File: config.mk
export PLATFORM = sky130hd
export DESIGN_NAME = mem_ctrl
export DESIGN_NICKNAME = d
export VERILOG_FILES = /design/src/rtl/mem_ctrl_pkg.sv /design/src/rtl/mem_ctrl.sv
export SDC_FILE = /design/constraint.sdc
export NUM_CORES = 1
export LEC_CHECK = 0
export ABC_AREA = 0
export BUFFER_PORTS_ARGS = -buffer_cell sky130_fd_sc_hd__buf_2
export CAP_MARGIN = 20
export CORE_ASPECT_RATIO = 0.75
export CORE_MARGIN = 2
export CORE_UTILIZATION = 49
export CTS_BUF_LIST = sky130_fd_sc_hd__clkbuf_16
export DETAILED_ROUTE_END_ITERATION = 6
export PLACE_DENSITY = 0.79
export RECOVER_POWER = 50
export SLEW_MARGIN = 20
export SYNTH_ARGS = -nofsm -noshare
export SYNTH_HDL_FRONTEND = slang
export SYNTH_SLANG_ARGS = --single-unit
File: constraint.sdc
create_clock -name clk -period 2.81 [get_ports clk]
set_input_delay 0.4215 -clock clk [delete_from_list [all_inputs] [get_ports clk]]
set_output_delay 0.4215 -clock clk [all_outputs]
set_load 0.01 [all_outputs]
File: src/rtl/mem_ctrl_pkg.sv
// Shared encodings for the byte-serial memory controller: widths, access sizes,
// FSM states and transaction owners.
package mem_ctrl_pkg;

   localparam int INSTRUCTION_ADDRESS_SIZE = 32;
   localparam int INSTRUCTION_SIZE         = 32;
   localparam int BYTES_PER_WORD           = INSTRUCTION_SIZE / 8;

   localparam logic [1:0] SIZE_BYTE = 2'd0;
   localparam logic [1:0] SIZE_HALF = 2'd1;
   localparam logic [1:0] SIZE_WORD = 2'd2;

   typedef enum logic [1:0] {
      ST_IDLE  = 2'd0,
      ST_READ  = 2'd1,
      ST_WRITE = 2'd2,
      ST_DONE  = 2'd3
   } state_t;

   typedef enum logic {
      OWN_INST = 1'b0,
      OWN_DATA = 1'b1
   } owner_t;

   // Encoding 3 is reserved and behaves as a full word.
   function automatic logic [2:0] size_to_bytes(input logic [1:0] size);
      case (size)
         SIZE_BYTE: size_to_bytes = 3'd1;
         SIZE_HALF: size_to_bytes = 3'd2;
         default:   size_to_bytes = 3'd4;
      endcase
   endfunction

endpackage

File: src/rtl/mem_ctrl.sv
// Single-port controller serialising instruction fetches and load/stores into
// little-endian byte transactions on the unified byte-wide RAM.
//
// state    | meaning
// ST_IDLE  | RAM bus quiet; sample requests, data side has priority
// ST_READ  | drive base+k, capture mem_din into lane k on the next edge
// ST_WRITE | drive base+k with write byte k and mem_wr high
// ST_DONE  | one-cycle completion pulse to the owner; requests ignored
module mem_ctrl
   import mem_ctrl_pkg::*;
#(
   parameter int ADDR_W = INSTRUCTION_ADDRESS_SIZE,
   parameter int DATA_W = INSTRUCTION_SIZE
) (
   input  logic              clk,
   input  logic              rst,
   input  logic              inst_req,
   input  logic [ADDR_W-1:0] inst_addr,
   output logic              inst_valid,
   output logic [ADDR_W-1:0] inst_valid_addr,
   output logic [DATA_W-1:0] inst_data,
   input  logic              data_req,
   input  logic              data_we,
   input  logic [1:0]        data_size,
   input  logic [ADDR_W-1:0] data_addr,
   input  logic [DATA_W-1:0] data_wdata,
   output logic              data_done,
   output logic [DATA_W-1:0] data_rdata,
   input  logic [7:0]        mem_din,
   output logic [7:0]        mem_dout,
   output logic [ADDR_W-1:0] mem_a,
   output logic              mem_wr
);

   state_t            state;
   owner_t            owner;
   logic [ADDR_W-1:0] base;
   logic [2:0]        cnt;
   logic [2:0]        nbytes;
   logic [DATA_W-1:0] wbuf;
   logic [DATA_W-1:0] rbuf;

   logic [2:0]        next_k;
   logic [ADDR_W-1:0] next_a;
   logic              last;
   logic [DATA_W-1:0] asm_word;

   assign next_k = cnt + 3'd1;
   assign next_a = base + ADDR_W'(next_k);
   assign last   = (next_k == nbytes);

   // Read buffer with the byte arriving this cycle merged into lane cnt.
   always_comb begin
      asm_word = rbuf;
      asm_word[{cnt[1:0], 3'b000} +: 8] = mem_din;
   end

   always_ff @(posedge clk or negedge rst) begin
      if (!rst) begin
         state           <= ST_IDLE;
         owner           <= OWN_INST;
         base            <= '0;
         cnt             <= '0;
         nbytes          <= '0;
         wbuf            <= '0;
         rbuf            <= '0;
         inst_valid      <= 1'b0;
         inst_valid_addr <= '0;
         inst_data       <= '0;
         data_done       <= 1'b0;
         data_rdata      <= '0;
         mem_a           <= '0;
         mem_dout        <= '0;
         mem_wr          <= 1'b0;
      end else begin
         inst_valid <= 1'b0;
         data_done  <= 1'b0;
         case (state)
            ST_IDLE: begin
               mem_wr   <= 1'b0;
               mem_a    <= '0;
               mem_dout <= '0;
               cnt      <= '0;
               if (data_req) begin
                  owner  <= OWN_DATA;
                  base   <= data_addr;
                  nbytes <= size_to_bytes(data_size);
                  wbuf   <= data_wdata;
                  rbuf   <= '0;
                  mem_a  <= data_addr;
                  if (data_we) begin
                     state    <= ST_WRITE;
                     mem_wr   <= 1'b1;
                     mem_dout <= data_wdata[7:0];
                  end else begin
                     state <= ST_READ;
                  end
               end else if (inst_req) begin
                  owner  <= OWN_INST;
                  base   <= inst_addr;
                  nbytes <= 3'(BYTES_PER_WORD);
                  wbuf   <= '0;
                  rbuf   <= '0;
                  mem_a  <= inst_addr;
                  state  <= ST_READ;
               end
            end

            ST_READ: begin
               rbuf <= asm_word;
               if (last) begin
                  state <= ST_DONE;
                  cnt   <= '0;
                  mem_a <= '0;
                  if (owner == OWN_INST) begin
                     inst_valid      <= 1'b1;
                     inst_valid_addr <= base;
                     inst_data       <= asm_word;
                  end else begin
                     data_done  <= 1'b1;
                     data_rdata <= asm_word;
                  end
               end else begin
                  cnt   <= next_k;
                  mem_a <= next_a;
               end
            end

            ST_WRITE: begin
               if (last) begin
                  state      <= ST_DONE;
                  cnt        <= '0;
                  mem_wr     <= 1'b0;
                  mem_a      <= '0;
                  mem_dout   <= '0;
                  data_done  <= 1'b1;
                  data_rdata <= '0;
               end else begin
                  cnt      <= next_k;
                  mem_a    <= next_a;
                  mem_dout <= wbuf[{next_k[1:0], 3'b000} +: 8];
               end
            end

            ST_DONE: begin
               // Cooldown cycle lets the requester drop req before we sample again.
               mem_wr   <= 1'b0;
               mem_a    <= '0;
               mem_dout <= '0;
               state    <= ST_IDLE;
            end

            default: state <= ST_IDLE;
         endcase
      end
   end

endmodule

==> qor.txt <==
FINAL LAYOUT
---------------------------------------------------------------------------
Core utilization of the finished layout ......................        59.7%
Fraction of final layout cells sized beyond drive strength 1 .        18.0%
Layout overhead on the synthesized area ......................        20.5%
Number of nets at the end of the flow ........................         1389

GRT
---------------------------------------------------------------------------
Vias in the first global route ...............................         8511
Largest net degree at the start of global routing ............           91
Global-route wire length before repair .......................     44900 um
Initial antenna violation count ..............................            5
Overall Global Routing Usage .................................        24.0%
Total global routing overflow ................................            0

STA
---------------------------------------------------------------------------
Worst Tran Pin Value .........................................      1.97 ns
Hold violation count in the final report .....................            0
Maximum achievable frequency .................................    0.384 GHz
Worst-case hold slack ........................................     0.108 ns
Clock period minus worst slack ...............................      2.60 ns
Final Slew Violations ........................................          102
Final setup TNS ..............................................         0 ns
Count of endpoints failing setup in the final report .........            0
Clock Skews ..................................................    0.0113 ns
Final Cycle Share ............................................        92.6%
Slew margin rel. .............................................       -31.3%
RSZ-0062 raised after global routing .........................           no

PWR
---------------------------------------------------------------------------
Leakage ......................................................      6.28 nW
Post-route total power .......................................      14.7 mW
Worst ir drop on vdd .........................................   0.000565 V
Design internal power ........................................      8.94 mW
Power density of the placed cells ............................ 1130 nW/um^2
Net Sw Frac ..................................................        39.1%
Gate power share .............................................        38.3%
Sw power .....................................................      5.74 mW
Share of total power in the clock network ....................        21.2%
Fraction of power consumed by sequential logic ...............        40.5%

ROUTE
---------------------------------------------------------------------------
Residual DRC .................................................            0
Total met2 wirelength after detailed routing .................     12700 um
Iteration-0 DRC Markers ......................................          585
Vias/cell ....................................................         5.47
Routed length on met3 ........................................      1820 um
Number of iterations in the first detailed-routing pass ......            5
Post-route antenna net violation count .......................            0
Max layer used ...............................................         met5
Metal1 wirelength ............................................     12500 um
Routed wire length ...........................................     28000 um
DR WL/cell ...................................................      17.7 um
Number of vias in the routed layout ..........................         8621

YOSYS
---------------------------------------------------------------------------
Share of the synthesized area in the top cell type ...........        56.4%
Count of flip-flops with a built-in enable after synthesis ...            0
Average size of a mapped cell ................................   10.5 sq um
Cells after Synth ............................................         1028
Most instantiated flip-flop cell in the synthesis netlist .... sky130_fd_sc_hd__dfrtp_1
Most frequent cell after synthesis ........................... sky130_fd_sc_hd__dfrtp_1
Synth Warn # .................................................            0
Post-synth net total .........................................         1154
Count of unique library cells instantiated by Yosys ..........           45
Sequential element share of the synthesized area .............        56.4%
Post-synthesis async set-or-reset flop share .................         100%
Biggest area contributors in the synthesized netlist ......... sky130_fd_sc_hd__dfrtp_1 56%, sky130_fd_sc_hd__nand2_1 7.6%, sky130_fd_sc_hd__o21ai_0 4.5%
Yosys top cell by area ....................................... sky130_fd_sc_hd__dfrtp_1
Synth cell count leaders ..................................... 244 x sky130_fd_sc_hd__dfrtp_1, 220 x sky130_fd_sc_hd__nand2_1, 98 x sky130_fd_sc_hd__o21ai_0
Synth Register Bits ..........................................          244
Post-synthesis cell area .....................................  10800 sq um

WORST SETUP PATH
---------------------------------------------------------------------------
Setup crit start kind ........................................    flip-flop
CP Data Arrival Time .........................................      2.97 ns
Category of the most critical setup path ..................... flip-flop to flip-flop
Worst Reg2Reg Path Length in Cells ...........................           10
Maximum fanout encountered on the critical timing path .......           15
Required time of the worst setup path ........................      3.18 ns
Crit. End Element ............................................    flip-flop
Register-to-register setup slack .............................      0.21 ns

CTS
---------------------------------------------------------------------------
Number of gates given a new drive strength after cts .........            0
TritonCTS clock tree .........................................          yes
# Post-CTS Setup Buffers .....................................            0
Number of hold-repair buffers added at the cts stage .........            1
Clock tree root buffer cell .................................. sky130_fd_sc_hd__clkbuf_16
Insertion delay to the later sink of the worst-skew pair .....      0.51 ns
Number of sinks driven by the clock tree .....................          244
Clk pin slew, worst setup/hold paths .........................      0.06 ns
Clock Path Buffers ...........................................            3
Htree depth ..................................................            1
Number of buffers added by the clock tree synthesis step .....           25

FLOORPLAN
---------------------------------------------------------------------------
Die width ....................................................       176 um
Starting utilization of the core area ........................        49.5%
Chip Height ..................................................       133 um
Placeable core area ..........................................  21900 sq um
Floorplan die area ...........................................  23300 sq um
Number of placement rows .....................................           47
I/O pin count ................................................          250

HOLD PATH
---------------------------------------------------------------------------
Worst hold path depth ........................................            2
Classification of the worst-slack hold path .................. input pin to flip-flop

PLACED DESIGN
---------------------------------------------------------------------------
Input/output buffers .........................................          249
Routability congestion estimate ..............................        0.835
Half-perimeter wire length after placement ...................     19300 um

RUN
---------------------------------------------------------------------------
Number of max-cap violations .................................            2

OUTCOME
---------------------------------------------------------------------------
Outcome ...................................................... finished with violations
Violated checks .............................................. capacitance limit, slew limit

[sequential cells by signal, indices dropped and copies added, names as in the netlist]
name / cells
base: 32
cnt: 3
data_done: 1
data_rdata: 32
inst_data: 32
inst_valid: 1
inst_valid_addr: 32
mem_a: 32
mem_dout: 8
mem_wr: 1
nbytes: 3
owner: 1
rbuf: 32
state: 2
wbuf: 32
[cells in the final DEF, fill, tap and decap left out, drive strengths merged, types with 2 or more instances in the layout]
cell type,n
dfrtp,244
nand2,220
buf,157
clkbuf,146
o21ai,108
nand3,45
a21oi,39
mux2i,33
o31ai,33
o22ai,32
nor2b,32
mux2,28
xor2,24
inv,23
nand4,16
ha,14
xnor2,9
and3,8
mux4,8
nor3,8
clkinv,7
nor2,6
nor3b,6
a221o,6
diode,3
nor4,3
nand2b,2
nor4b,2
a32oi,2
a21o,2
bufinv,2
clkinvlp,2
[worst max-delay path, cell delays in order, from the launching register on]
cell	delay [ns]
sky130_fd_sc_hd__dfrtp_1	0.34
sky130_fd_sc_hd__buf_4	0.27
sky130_fd_sc_hd__ha_1	0.27
sky130_fd_sc_hd__xor2_1	0.31
sky130_fd_sc_hd__ha_1	0.32
sky130_fd_sc_hd__a21oi_1	0.22
sky130_fd_sc_hd__a21oi_1	0.10
sky130_fd_sc_hd__buf_4	0.20
sky130_fd_sc_hd__nand3_1	0.11
sky130_fd_sc_hd__xor2_1	0.19
sky130_fd_sc_hd__o22ai_1	0.12
[final cells by class]
| type | count | area (sq um) |
|---|---|---|
| clock inverters | 19 | 134 |
| multi-input cells | 698 | 4370 |
| diodes | 3 | 7.51 |
| well taps | 294 | 368 |
| repair buffers | 279 | 1390 |
| inverters | 15 | 56.3 |
| clock buffers | 25 | 626 |
| flip-flops and latches | 244 | 6110 |
| fillers | 1903 | 8820 |
[kinds of logic after synthesis]
| group | Yosys count | synth area share (%) |
|---|---|---|
| AND/OR/NAND/NOR | 354 | 14.9 |
| buffers and inverters | 86 | 3.41 |
| multiplexers | 69 | 8.56 |
| AO/OA/AOI/OAI | 226 | 12.1 |
| XOR/XNOR | 34 | 2.88 |
| flip-flops | 244 | 56.4 |
| adder cells (fa/ha/maj) | 15 | 1.80 |
[worst paths after layout]
kind / start / endpoint
hold reg to reg: wbuf[26] / wbuf[26]
min in group asynchronous: rst / data_rdata[11]
setup / recovery: cnt[0] / mem_a[21]
max in group asynchronous: rst / rbuf[24]
hold / removal: data_size[0] / nbytes[0]
setup reg to reg: cnt[0] / mem_a[21]
[metrics by stage]
step / std cells / cell area, sq um / setup slack (ns)
3_5_place_dp: 1528 / 12400 / 0.261
6_report: 1577 / 13100 / 0.207
5_1_grt: 1576 / 13100 / 0.0300
2_1_floorplan: 1028 / 10800 / 0.0249
3_3_place_gp: 1528 / 12400 / 0.400
4_1_cts: 1573 / 13200 / 0.208
[per-layer routing]
layer  up-vias  track usage [%]
li1       4044                -
met1      4164             35.0
met2       350             37.1
met3        59             3.48
met4         4             8.03
met5         -                0
[power by group through the flow]
stage / combinational [mW] / sequential (mW) / clock [mW]
finish: 5.62 / 5.96 / 3.11
global route: 6.21 / 6.12 / 3.32
CTS: 5.84 / 5.92 / 3.18
detailed placement: 5.80 / 5.96 / 0
global placement: 5.62 / 5.91 / 0
floorplan: 3.33 / 6.15 / 0
Power figures use the tool's default switching activity.
